File: config.mk
export PLATFORM = sky130hd
export DESIGN_NAME = updn_counter_p
export DESIGN_NICKNAME = d
export VERILOG_FILES = /design/src/rtl/updn_counter_p.sv
export SDC_FILE = /design/constraint.sdc
export NUM_CORES = 1
export LEC_CHECK = 0
export CELL_PAD_IN_SITES_DETAIL_PLACEMENT = 1
export CELL_PAD_IN_SITES_GLOBAL_PLACEMENT = 1
export CORE_ASPECT_RATIO = 0.8
export CORE_MARGIN = 2
export CORE_UTILIZATION = 30
export DETAILED_ROUTE_END_ITERATION = 10
export PLACE_DENSITY_LB_ADDON = 0.1
export SYNTH_ARGS = -nofsm -noshare
export SYNTH_HDL_FRONTEND = slang
export SYNTH_SLANG_ARGS = --single-unit
File: constraint.sdc
create_clock -name clk -period 6.1 [get_ports clk]
set_clock_uncertainty 0.2 [all_clocks]
set_input_delay 1.22 -clock clk [delete_from_list [all_inputs] [get_ports clk]]
set_output_delay 1.22 -clock clk [all_outputs]
set_load 0.05 [all_outputs]
File: src/rtl/updn_counter_p.sv
// Parametrised loadable up/down counter with runtime limit, step,
// wrap/saturate policy, sticky ovf/unf, wrap and load_err pulses.
//
// Ports:
//   clk, rst (async, active-low)
//   load, data      : load min(data, limit); load_err if data > limit
//   en, mode, sat   : count enable, 1=up/0=down, 1=saturate/0=wrap
//   limit, step     : inclusive upper bound, count step (1..limit+1)
//   clr_flags       : clears ovf/unf (a same-cycle set wins)
//   data_out        : registered count
//   tc              : terminal count for the current direction
//   wrap, load_err  : one-cycle registered pulses
//   ovf, unf        : sticky registered over/underflow flags
module updn_counter_p #(
  parameter int unsigned          WIDTH   = 32,
  parameter logic [WIDTH-1:0]     RST_VAL = '0
) (
  input  logic             clk,
  input  logic             rst,
  input  logic             load,
  input  logic             en,
  input  logic             mode,
  input  logic             sat,
  input  logic [WIDTH-1:0] data,
  input  logic [WIDTH-1:0] limit,
  input  logic [WIDTH-1:0] step,
  input  logic             clr_flags,
  output logic [WIDTH-1:0] data_out,
  output logic             tc,
  output logic             wrap,
  output logic             ovf,
  output logic             unf,
  output logic             load_err
);

  localparam int unsigned W = WIDTH;

  // All range arithmetic is done in W+1 bits so that
  // limit = 2^W-1 (limit+1 = 2^W) needs no special case.
  logic [W:0]   lim_x;
  logic [W:0]   lim1;
  logic [W:0]   sum;
  logic [W:0]   up_wr;
  logic [W:0]   dn_wr;

  logic         over;
  logic         do_ld;
  logic         do_cl;
  logic         do_up;
  logic         do_dn;

  logic [W-1:0] q_n;
  logic         wrap_n;
  logic         lerr_n;
  logic         ovf_set;
  logic         unf_set;

  assign lim_x = {1'b0, limit};
  assign lim1  = lim_x + {{W{1'b0}}, 1'b1};
  assign sum   = {1'b0, data_out} + {1'b0, step};
  assign up_wr = sum - lim1;
  assign dn_wr = {1'b0, data_out} + lim1 - {1'b0, step};

  // Limit lowered below the current count: clamp first.
  assign over  = data_out > limit;

  assign do_ld = load;
  assign do_cl = !load && en && over;
  assign do_up = !load && en && !over && mode;
  assign do_dn = !load && en && !over && !mode;

  always_comb begin
    q_n     = data_out;
    wrap_n  = 1'b0;
    lerr_n  = 1'b0;
    ovf_set = 1'b0;
    unf_set = 1'b0;
    unique case (1'b1)
      do_ld: begin
        if (data > limit) begin
          q_n    = limit;
          lerr_n = 1'b1;
        end else begin
          q_n = data;
        end
      end
      do_cl: begin
        q_n = limit;
      end
      do_up: begin
        if (sum <= lim_x) begin
          q_n = sum[W-1:0];
        end else begin
          ovf_set = 1'b1;
          if (sat) begin
            q_n = limit;
          end else begin
            q_n    = up_wr[W-1:0];
            wrap_n = 1'b1;
          end
        end
      end
      do_dn: begin
        if (data_out >= step) begin
          q_n = data_out - step;
        end else begin
          unf_set = 1'b1;
          if (sat) begin
            q_n = '0;
          end else begin
            q_n    = dn_wr[W-1:0];
            wrap_n = 1'b1;
          end
        end
      end
      default: begin
        q_n = data_out;
      end
    endcase
  end

  always_ff @(posedge clk or negedge rst) begin
    if (!rst) begin
      data_out <= RST_VAL;
      wrap     <= 1'b0;
      ovf      <= 1'b0;
      unf      <= 1'b0;
      load_err <= 1'b0;
    end else begin
      data_out <= q_n;
      wrap     <= wrap_n;
      load_err <= lerr_n;
      ovf      <= (ovf & ~clr_flags) | ovf_set;
      unf      <= (unf & ~clr_flags) | unf_set;
    end
  end

  assign tc = mode ? (data_out == limit)
                   : (data_out == '0);

endmodule

==> impl_summary.txt <==
----------------------------------------------------
[Critical path]
  Startpoint type of the worst setup path ... primary input
  Cell type group with the largest total delay on the critical path ... compound AO/OA/AOI/OAI gates
  Cell with the biggest individual delay on the critical path ... or3_4
  Critical path capture point type ... register
  Required time at the worst-slack endpoint ... 6.11 ns
  Most repeated library cell on the critical path ... buf_4
  Arr. time, crit path ... 6.27 ns
  Worst path max stage delay ... 0.35 ns
  Critical path buffers and inverters ... 9
  Start-to-end type of the worst setup path ... primary input to register
  Max FO, Critical Path ... 7

[Logic synthesis]
  Count of warnings emitted by yosys ... 0
  Number of synthesized register bits ... 36
  Post-synthesis mux area share ... 3.35%
  Net Count, Synth ... 2193
  Synth top area cells ... ha_1 21%, xnor2_1 6.7%, dfrtp_1 6.6%, a21oi_1 6.6%, inv_1 5.0%
  Prevailing post-synth register cell ... dfrtp_1
  Combined area of all synthesized cells ... 0.0136 mm²
  Yosys top cell area share ... 20.6%
  Adder-Cell Fraction of Synth Area ... 25.6%
  Simple-gate area share of the yosys netlist ... 18.3%
  Number of distinct library cells after synthesis ... 91
  EDFF count, synth ... 0
  Dominant combinational cell family by area after synthesis ... compound AO/OA/AOI/OAI gates
  XOR/XNOR share of the synthesized area ... 9.47%
  Post-Syn Area per Cell ... 7.42 µm²
  Library cell occupying the most area in the post-synthesis netlist ... ha_1
  Synthesized-area fraction occupied by ao, oa, aoi and oai cells ... 29.1%
  Number of standard cells after synthesis ... 1832
  Post-synthesis sequential area ratio ... 6.63%
  Asr flop ratio synth ... 100%

[Layout]
  Layout area overhead ... 50.4%
  Final antenna diode count ... 0
  Leading cell types in the layout, fill and taps excluded ... 513 x buf_4, 200 x ha_1, 171 x inv_1
  Fin area ... 0.0204 mm²
  Fraction of layout cells with a size suffix above 1 ... 29.7%
  Final core utilization ... 45.9%
  Most common library cell in the layout ignoring fill and taps ... buf_4
  Number of nets in the layout ... 2796
  Final standard cell count with taps included and fillers excluded ... 3039

[Run status]
  Failing checks ... negative setup slack
  Status ... finished with violations

[Timing]
  Final period utilization ... 103%
  Number of hold-slack violations in the final timing report ... 0
  Number of failing setup endpoints in the final timing report ... 23
  Final Worst Setup Slack ... -0.157 ns
  Post-layout minimum cycle time ... 6.26 ns
  Worst Max-Slew Pin Slew ... 1.02 ns
  Worst slack on hold paths ... 0.330 ns
  Setup repair after global routing missed its margin ... yes
  Worst slew margin relative to its limit ... 31.2%
  Final count of pins violating max slew ... 0
  Fmax achieved ... 0.160 GHz

[Clocking]
  Worst skew pair latency ... 0.31 ns
  TritonCTS clock tree ... done
  Clock transition time at the flip-flop clock pins of the worst setup and hold paths ... 0.07 ns
  Number of buffers on the longest clock path ... 2
  CTS H-tree depth ... 2
  Root Buffer Master ... clkbuf_16
  Number of buffers inserted by hold repair at cts ... 0
  Inserted Clock Buffers ... 5
  Clock sink total ... 36

[Drt]
  Via count ... 17000
  Via/cell ratio ... 5.59
  Remaining DRCs ... 0
  Remaining antenna violation count ... 0
  Drt first pass iters ... 5
  Initial DRC count ... 1159
  Wire per inst ... 25.0 µm
  Total wire length ... 75900 µm

[Place]
  Port Buf Inserts ... 139
  Post-placement cell count ... 3003
  RePlAce Congestion ... 0.930
  Setup Slack @ Placement ... -1.49 ns
  Area post-placement ... 0.0192 mm²
  Hpwl dp ... 64000 µm

[Floorplan]
  Core ar. ... 0.0445 mm²
  Die ar. ... 0.0470 mm²
  Placement row count ... 69
  I/O pin count ... 140
  Die outline height ... 194 µm
  Die Span X ... 242 µm
  Initial core utilization ... 30.5%

[Worst hold path]
  Hold Crit Class ... register to register

[Global route]
  Antenna violations before repair ... 3
  Largest net degree at the start of global routing ... 37
  First-pass GRT wire length ... 114000 µm
  Sum of overflow across all layers after global routing ... 0
  Total global-route track usage ... 31.7%
  Number of global-route vias before repair ... 17800

[Power and ir drop]
  LEAKAGE ... 9.58 nW
  VDD IR-drop max ... 0.166 mV
  P per Cell Area ... 400 mW/mm²

[Run]
  Max-cap violations ... 0

----------------------------------------------------
flip-flops by register name, indices dropped and copies added (netlist names):
name,count
unf,1
data_out,32
ovf,1
load_err,1
wrap,1
layer usage:
metal / share of wire [%] / track usage (%)
met1: 49 / 46.8
met2: 42 / 48.4
met3: 6.5 / 4.74
met4: 2.3 / 6.95
met5: 0.034 / 0
worst paths after layout:
path                            slack [ns]  depth (start not counted)            to        start
worst max-delay path                 -0.16                         28   data_out[5]      step[3]
worst min-delay path                  0.33                          2           ovf          ovf
worst max register to register        0.46                         26   data_out[5]  data_out[3]
worst min register to register        0.33                          2           ovf          ovf
max in group asynchronous             4.45                          2  data_out[14]          rst
min in group asynchronous             0.81                          2   data_out[2]          rst
Yosys cell counts, drive strengths merged (34+ instances only):
library cell  instances
dfrtp                36
clkbuf               45
fa                   34
inv                 184
xor2                 36
o21ai                94
nor2                136
nand2               127
nor3                 39
xnor2               105
nand4                40
nand3                45
ha                  224
a21oi               179
a21o                 53
worst min-delay path: cells and delay by family, from the launching register on:
kind                   cells  cell delay [ns]
flip-flops                 1             0.37
AO/OA/AOI/OAI              1             0.07
buffers and inverters      1             0.05
power breakdown:
part / switching [mW] / internal, mW
clock: 0.140 / 0.165
combinational: 4.05 / 3.42
sequential: 0.110 / 0.287
total: 4.30 / 3.87
per-stage QoR:
step	TNS [ns]	total power, mW
after floorplan	0	3.96
after global placement	-40.09	7.00
after detailed placement	-44.90	7.13
after CTS	-1.76	7.92
after global routing	-7.69	8.72
final	-1.74	8.17
cell type report:
class                   instances  area [µm²]
clock buffers                   8         146
fillers                      5559       24100
inverters                     185         697
multi-input cells            1537       12500
flip-flops and latches         36         901
well taps                     603         754
repair buffers                670        5460
cell families after synthesis:
| kind of cell | Yosys count |
|---|---|
| AOI/OAI and AO/OA | 591 |
| and+or+nand+nor | 502 |
| buffers and inverters | 259 |
| adders and majority gates | 258 |
| xor gates and xnor gates | 143 |
| muxes | 43 |
| DFF | 36 |
what timing repair did:
action | in CTS | in global routing
buffers inserted | 24 | 5
pin swaps | 61 | 33
setup endpoints to repair | 34 | 34
gates resized for setup | 164 | 40
cloned | 1 | 0
Power figures use the tool's default switching activity.
